[config.mk]
export PLATFORM = sky130hd
export DESIGN_NAME = glove_tracker
export DESIGN_NICKNAME = d
export VERILOG_FILES = /design/src/rtl/catch_pkg.sv /design/src/rtl/seq_divider.sv /design/src/rtl/glove_tracker.sv
export SDC_FILE = /design/constraint.sdc
export NUM_CORES = 1
export LEC_CHECK = 0
export BUFFER_PORTS_ARGS = -buffer_cell sky130_fd_sc_hd__buf_2
export CORE_ASPECT_RATIO = 0.6
export CORE_UTILIZATION = 62
export CTS_CLUSTER_SIZE = 40
export DETAILED_ROUTE_END_ITERATION = 10
export PLACE_DENSITY = 0.81
export SETUP_SLACK_MARGIN = 0.4
export SLEW_MARGIN = 10
export SYNTH_ARGS = -nofsm -noshare
export SYNTH_HDL_FRONTEND = slang
export SYNTH_SLANG_ARGS = --single-unit
[constraint.sdc]
create_clock -name vclock -period 3.83 [get_ports vclock]
set_input_delay 0.9575 -clock vclock [delete_from_list [all_inputs] [get_ports vclock]]
set_output_delay 0.9575 -clock vclock [all_outputs]
set_load 0.02 [all_outputs]
[src/rtl/catch_pkg.sv]
// Shared definitions for the glove tracker and the catch game: FSM encodings,
// screen coordinate widths and default area thresholds.
package catch_pkg;

  typedef enum logic [2:0] {
    ACCUM   = 3'd0,
    DIV_X1  = 3'd1,
    DIV_Y1  = 3'd2,
    DIV_X2  = 3'd3,
    DIV_Y2  = 3'd4,
    PUBLISH = 3'd5
  } state_t;

  localparam int SCREEN_X_W      = 11;
  localparam int SCREEN_Y_W      = 10;
  localparam int DEF_SUM_W       = 31;
  localparam int DEF_CNT_W       = 20;
  localparam int DEF_MIN_AREA    = 64;
  localparam int DEF_CLOSED_AREA = 600;

  // Next division state after cur, jumping straight past gloves that were not
  // seen so skipped divisions cost no cycles.
  function automatic state_t next_div(input state_t cur, input logic seen1, input logic seen2);
    state_t nxt;
    nxt = ACCUM;
    case (cur)
      ACCUM:   nxt = seen1 ? DIV_X1 : (seen2 ? DIV_X2 : PUBLISH);
      DIV_X1:  nxt = DIV_Y1;
      DIV_Y1:  nxt = seen2 ? DIV_X2 : PUBLISH;
      DIV_X2:  nxt = DIV_Y2;
      DIV_Y2:  nxt = PUBLISH;
      default: nxt = ACCUM;
    endcase
    return nxt;
  endfunction

endpackage

[src/rtl/seq_divider.sv]
// Restoring unsigned divider, one quotient bit per cycle; done pulses
// SUM_W+1 cycles after start with the quotient held until the next start.
module seq_divider #(
  parameter int SUM_W = 31,
  parameter int CNT_W = 20
) (
  input  logic             vclock,
  input  logic             reset,
  input  logic             start,
  input  logic [SUM_W-1:0] dividend,
  input  logic [CNT_W-1:0] divisor,
  output logic [SUM_W-1:0] quotient,
  output logic             done
);

  localparam int STEP_W = $clog2(SUM_W + 1);

  logic [SUM_W-1:0]  quo_reg;
  logic [CNT_W-1:0]  rem_reg;
  logic [CNT_W-1:0]  div_reg;
  logic [STEP_W-1:0] step_reg;
  logic              running_reg;
  logic              done_reg;
  logic [CNT_W:0]    shifted;
  logic [CNT_W:0]    diff;
  logic              ge;

  // Remainder always stays below the divisor, so CNT_W bits plus the shifted-in bit suffice.
  assign shifted = {rem_reg, quo_reg[SUM_W-1]};
  assign diff    = shifted - {1'b0, div_reg};
  assign ge      = (shifted >= {1'b0, div_reg});

  always_ff @(posedge vclock) begin
    if (reset) begin
      quo_reg     <= '0;
      rem_reg     <= '0;
      div_reg     <= '0;
      step_reg    <= '0;
      running_reg <= 1'b0;
      done_reg    <= 1'b0;
    end else begin
      done_reg <= 1'b0;
      if (start) begin
        quo_reg     <= dividend;
        rem_reg     <= '0;
        div_reg     <= divisor;
        step_reg    <= STEP_W'(SUM_W);
        running_reg <= 1'b1;
      end else if (running_reg) begin
        quo_reg  <= {quo_reg[SUM_W-2:0], ge};
        rem_reg  <= ge ? CNT_W'(diff) : CNT_W'(shifted);
        step_reg <= step_reg - STEP_W'(1);
        if (step_reg == STEP_W'(1)) begin
          running_reg <= 1'b0;
          done_reg    <= 1'b1;
        end
      end
    end
  end

  assign quotient = quo_reg;
  assign done     = done_reg;

endmodule

[src/rtl/glove_tracker.sv]
// Per-frame glove centroid and open/closed tracker feeding the catch game.
// Define SMOOTH_EN to publish an IIR-averaged position instead of the raw centroid.
module glove_tracker
  import catch_pkg::*;
#(
  parameter int SUM_W       = DEF_SUM_W,
  parameter int CNT_W       = DEF_CNT_W,
  parameter int MIN_AREA    = DEF_MIN_AREA,
  parameter int CLOSED_AREA = DEF_CLOSED_AREA
) (
  input  logic                  vclock,
  input  logic                  reset,
  input  logic                  pix_valid,
  input  logic [SCREEN_X_W-1:0] hcount,
  input  logic [SCREEN_Y_W-1:0] vcount,
  input  logic                  match1,
  input  logic                  match2,
  input  logic                  frame_end,
  output logic [SCREEN_X_W-1:0] glove1x,
  output logic [SCREEN_Y_W-1:0] glove1y,
  output logic [SCREEN_X_W-1:0] glove2x,
  output logic [SCREEN_Y_W-1:0] glove2y,
  output logic                  glove1_seen,
  output logic                  glove2_seen,
  output logic                  glove1closed,
  output logic                  glove2closed,
  output logic                  coords_valid,
  output logic                  busy,
  output logic [7:0]            drop_cnt
);

  state_t           state_reg, state_next;
  logic             run_reg, run_next;
  logic             div_start;
  logic             div_done;
  logic [SUM_W-1:0] div_quot;
  logic [SUM_W-1:0] div_dividend;
  logic [CNT_W-1:0] div_divisor;
  logic             coords_valid_reg;
  logic [7:0]       drop_cnt_reg;

  logic                  match_vec [2];
  logic                  seen_live [2];
  logic                  seen_sh   [2];
  logic [CNT_W-1:0]      cnt_sh    [2];
  logic [SUM_W-1:0]      sx_sh     [2];
  logic [SUM_W-1:0]      sy_sh     [2];
  logic [SCREEN_X_W-1:0] pos_x     [2];
  logic [SCREEN_Y_W-1:0] pos_y     [2];
  logic                  seen_out  [2];
  logic                  closed_out[2];

  assign match_vec[0] = match1;
  assign match_vec[1] = match2;

  always_ff @(posedge vclock) begin
    if (reset) begin
      state_reg <= ACCUM;
      run_reg   <= 1'b0;
    end else begin
      state_reg <= state_next;
      run_reg   <= run_next;
    end
  end

  // Each division state spends one cycle issuing start, then waits for done.
  always_comb begin
    state_next = state_reg;
    run_next   = run_reg;
    div_start  = 1'b0;
    case (state_reg)
      ACCUM: begin
        if (frame_end) state_next = next_div(ACCUM, seen_live[0], seen_live[1]);
      end
      DIV_X1, DIV_Y1, DIV_X2, DIV_Y2: begin
        if (!run_reg) begin
          div_start = 1'b1;
          run_next  = 1'b1;
        end else if (div_done) begin
          run_next   = 1'b0;
          state_next = next_div(state_reg, seen_sh[0], seen_sh[1]);
        end
      end
      PUBLISH: state_next = ACCUM;
      default: state_next = ACCUM;
    endcase
  end

  always_comb begin
    div_dividend = '0;
    div_divisor  = cnt_sh[0];
    case (state_reg)
      DIV_X1: div_dividend = sx_sh[0];
      DIV_Y1: div_dividend = sy_sh[0];
      DIV_X2: begin
        div_dividend = sx_sh[1];
        div_divisor  = cnt_sh[1];
      end
      DIV_Y2: begin
        div_dividend = sy_sh[1];
        div_divisor  = cnt_sh[1];
      end
      default: div_dividend = '0;
    endcase
  end

  seq_divider #(.SUM_W(SUM_W), .CNT_W(CNT_W)) u_div (
    .vclock   (vclock),
    .reset    (reset),
    .start    (div_start),
    .dividend (div_dividend),
    .divisor  (div_divisor),
    .quotient (div_quot),
    .done     (div_done)
  );

  genvar gi;
  generate
    for (gi = 0; gi < 2; gi++) begin : g_glove
      localparam state_t X_ST = (gi == 0) ? DIV_X1 : DIV_X2;
      localparam state_t Y_ST = (gi == 0) ? DIV_Y1 : DIV_Y2;

      logic [CNT_W-1:0]      cnt_reg, cnt_sh_reg;
      logic [SUM_W-1:0]      sx_reg, sy_reg, sx_sh_reg, sy_sh_reg;
      logic [SUM_W:0]        sx_add, sy_add;
      logic [SCREEN_X_W-1:0] res_x_reg, x_reg, x_new;
      logic [SCREEN_Y_W-1:0] res_y_reg, y_reg, y_new;
      logic                  seen_reg, closed_reg;

      assign sx_add = {1'b0, sx_reg} + (SUM_W+1)'(hcount);
      assign sy_add = {1'b0, sy_reg} + (SUM_W+1)'(vcount);

`ifdef SMOOTH_EN
      logic has_pos_reg;

      always_ff @(posedge vclock) begin
        if (reset)                             has_pos_reg <= 1'b0;
        else if (state_reg == PUBLISH && seen_sh[gi]) has_pos_reg <= 1'b1;
      end

      // Rounds half up; the very first sighting loads the centroid directly.
      assign x_new = has_pos_reg ?
                     SCREEN_X_W'(({1'b0, x_reg} + {1'b0, res_x_reg} + 12'd1) >> 1) : res_x_reg;
      assign y_new = has_pos_reg ?
                     SCREEN_Y_W'(({1'b0, y_reg} + {1'b0, res_y_reg} + 11'd1) >> 1) : res_y_reg;
`else
      assign x_new = res_x_reg;
      assign y_new = res_y_reg;
`endif

      always_ff @(posedge vclock) begin
        if (reset) begin
          cnt_reg    <= '0;
          sx_reg     <= '0;
          sy_reg     <= '0;
          cnt_sh_reg <= '0;
          sx_sh_reg  <= '0;
          sy_sh_reg  <= '0;
          res_x_reg  <= '0;
          res_y_reg  <= '0;
          x_reg      <= '0;
          y_reg      <= '0;
          seen_reg   <= 1'b0;
          closed_reg <= 1'b0;
        end else begin
          // frame_end always restarts accumulation; shadows only load when the FSM is idle.
          if (frame_end) begin
            cnt_reg <= '0;
            sx_reg  <= '0;
            sy_reg  <= '0;
            if (state_reg == ACCUM) begin
              cnt_sh_reg <= cnt_reg;
              sx_sh_reg  <= sx_reg;
              sy_sh_reg  <= sy_reg;
            end
          end else if (pix_valid && match_vec[gi]) begin
            if (cnt_reg != '1) cnt_reg <= cnt_reg + CNT_W'(1);
            sx_reg <= sx_add[SUM_W] ? '1 : sx_add[SUM_W-1:0];
            sy_reg <= sy_add[SUM_W] ? '1 : sy_add[SUM_W-1:0];
          end

          if (div_done && state_reg == X_ST) res_x_reg <= SCREEN_X_W'(div_quot);
          if (div_done && state_reg == Y_ST) res_y_reg <= SCREEN_Y_W'(div_quot);

          if (state_reg == PUBLISH) begin
            seen_reg <= seen_sh[gi];
            if (seen_sh[gi]) begin
              x_reg      <= x_new;
              y_reg      <= y_new;
              closed_reg <= (cnt_sh_reg < CNT_W'(CLOSED_AREA));
            end
          end
        end
      end

      assign seen_live[gi]  = (cnt_reg >= CNT_W'(MIN_AREA));
      assign seen_sh[gi]    = (cnt_sh_reg >= CNT_W'(MIN_AREA));
      assign cnt_sh[gi]     = cnt_sh_reg;
      assign sx_sh[gi]      = sx_sh_reg;
      assign sy_sh[gi]      = sy_sh_reg;
      assign pos_x[gi]      = x_reg;
      assign pos_y[gi]      = y_reg;
      assign seen_out[gi]   = seen_reg;
      assign closed_out[gi] = closed_reg;
    end
  endgenerate

  // coords_valid is registered so it coincides with the updated outputs.
  always_ff @(posedge vclock) begin
    if (reset) begin
      coords_valid_reg <= 1'b0;
      drop_cnt_reg     <= '0;
    end else begin
      coords_valid_reg <= (state_reg == PUBLISH);
      if (frame_end && state_reg != ACCUM && drop_cnt_reg != 8'hFF)
        drop_cnt_reg <= drop_cnt_reg + 8'd1;
    end
  end

  assign glove1x      = pos_x[0];
  assign glove1y      = pos_y[0];
  assign glove2x      = pos_x[1];
  assign glove2y      = pos_y[1];
  assign glove1_seen  = seen_out[0];
  assign glove2_seen  = seen_out[1];
  assign glove1closed = closed_out[0];
  assign glove2closed = closed_out[1];
  assign coords_valid = coords_valid_reg;
  assign busy         = (state_reg != ACCUM);
  assign drop_cnt     = drop_cnt_reg;

endmodule
==> results.ini <==
[status]
status = complete, no violations

[synthesis]
synth_edf_count = 0
avgSynthCellArea_um2 = 8.224
synth_flop_cell = dfxtp_1
yosys_warnings = 0
netlist_top_cells_area = dfxtp_1 (43%), nand2_1 (9.5%), a21oi_1 (8.1%), ha_1 (3.7%), mux2i_1 (3.3%)
yosysTopAreaCellShare_pct = 43.47
ys_ff_latch = 507
syn_inst = 2839
synth_area_mm2 = 0.02335
yosysSeqAreaShare_pct = 43.47
syn_nets = 2940
async_flop_share_pct = 0
ys_types = 73
synth_area_leader_cell = dfxtp_1

[sta]
tns_ns = 0
fmaxAchievable_ghz = 0.3090
setup_ws_ns = 0.5936
period_minus_slack_ns = 3.236
min_period_over_period_pct = 84.50
rsz0062_at_grt = no
clock_skew_ns = 0.02161
finalHoldViolations = 0
slew_violations = 0
slew_headroom_pct = 33.16
tightest_slew_ns = 1.003
finalSetupViolations = 0

[drt]
wirelength_mm = 65.89
drtIter0Drc = 2698
drc = 0
via_per_inst = 6.361
ant_nets = 0
num_vias = 21470
drt_first_pass_iters = 6
routedWlPerCell_um = 19.52

[global_routing]
grt.busiest_layer = met1
grt_pass1_wl_mm = 105.9
use_met2_pct = 48.23
antenna_found_initial = 2
use_met3_pct = 6.303
grt_max_degree = 103
grt_usage_pct = 33.71
overflow = 0
grtUsageMet1_pct = 51.25
grt_pass1_vias = 19890

[clock_tree]
htreeDepth = 2
cts_tree = built
cts_hold_buf = 0
clk_latency_ns = 0.59
cts_buffers = 46
clock-root-buffer = clkbuf_16
clk_pin_slew_worst_paths_ns = 0.06
clk_path_buf_depth = 3
cts_sinks = 507

[layout]
fill_cells = 2886
finish.net_count = 2935
area_growth_pct = 9.952
fin_util_pct = 69.97
fin_cells = 3375
multi_input_area_mm2 = 0.01229
drive_gt1_share_pct = 8.606
seq_area_mm2 = 0.01015
layout_common_cells = nand2_1 (587), dfxtp_1 (506), a21oi_1 (379)
mostFrequentLayoutCell = nand2_1

[die]
num_io_pins = 83
floorplan.initialDensity_pct = 63.64
die_area_mm2 = 0.03846
die_height_um = 152.3
rows = 54
die_x_um = 252.5
core_mm2 = 0.03669

[placed_design]
dp_slack_ns = 0.2596
io_buffer_count = 82
place_inst = 3290
dp_hpwl_mm = 45.96
gp_congestion = 0.9724

[setup_path]
worstPathRequired_ns = 4.33
start_kind = flop
worstSetupEndpointType = flop
path_class = reg2reg
cp.arrival_ns = 3.74
cp_max_fo = 9

[pwr]
finalPower_mw = 15.85
powerDensity_mw_per_mm2 = 617.5
leakage_nw = 9.297
peakVddDrop_mv = 0.5344

[hold_path]
hp-class = reg2reg

[job]
cap_violations = 0

-- cells by family after synthesis --
logic type / share of synthesized area [%]
AO/OA/AOI/OAI: 20.85
buffers and inverters: 4.030
adder cells (fa/ha/maj): 4.126
flip-flops: 43.47
multiplexers: 3.307
AND/OR/NAND/NOR: 19.42
XOR/XNOR: 4.802
-- through the flow --
stage	instance area [µm²]	hold WS, ns
5_1_grt	25670	0.4693
4_1_cts	25670	0.4537
6_report	25670	0.4505
3_3_place_gp	24120	0.4412
3_5_place_dp	24120	0.4447
2_1_floorplan	23350	0.4321
-- worst max-delay path: stages (launching register included) --
cell	delay (ns)
dfxtp_1	0.33
inv_1	0.06
ha_1	0.43
nand4_1	0.23
or4_1	0.53
a31oi_2	0.39
or2_2	0.43
buf_4	0.28
nand3_1	0.24
o21bai_1	0.23
-- final cells by class --
cell class / instances / share of cell area, %
Multi-Input combinational cell: 2089 / 47.89
Sequential cell: 507 / 39.54
Clock buffer: 66 / 5.283
Timing Repair Buffer: 130 / 3.188
Tap cell: 504 / 2.456
Inverter: 60 / 0.8773
Clock inverter: 18 / 0.7506
Antenna cell: 1 / 0.009748
-- where the power goes --
group          switching, mW  internal (mW)  leakage, nW  total, mW
clock                   2.09           2.68        0.767       4.77
sequential             0.406           5.65         4.10       6.06
combinational           3.12           1.90         4.43       5.02
-- cells in the mapped netlist, types with 11 or more instances --
library cell,number
ha_1,69
a21o_1,27
nor4_1,25
nor2_1,169
a221oi_1,63
xnor2_1,56
a31oi_1,29
inv_1,59
xor2_1,72
or3_1,11
and2_1,21
a21oi_1,379
and3_1,25
a22oi_1,33
nand3_1,59
mux2i_1,76
a211oi_1,14
nand2_1,588
nand4_1,35
o21ai_0,107
clkbuf_1,168
a311oi_1,32
nor3_1,43
dfxtp_1,507
-- path summary, 6_finish.rpt --
kind,startpoint,to,slack (ns),cells past startpoint
hold reg to reg,glove2x[7],glove2x[7],0.45,2
setup / recovery,u_div.div_reg[14],u_div.rem_reg[13],0.59,9
hold / removal,glove2x[7],glove2x[7],0.45,2
setup reg to reg,u_div.div_reg[14],u_div.rem_reg[13],0.59,9
-- routing by layer --
layer  vias up  part of all wire (%)
met3       105                    11
met1     10270                    46
met5         -                 0.021
li1      10040                     -
met4         4                   1.9
met2      1051                    42
-- timing repair --
item	in CTS	in global routing
endpoints found under the hold margin	0	0
gates resized for setup	0	2
buffers inserted	0	0
setup endpoints to repair	0	12
No activity file was read; power rests on OpenSTA's default activity.
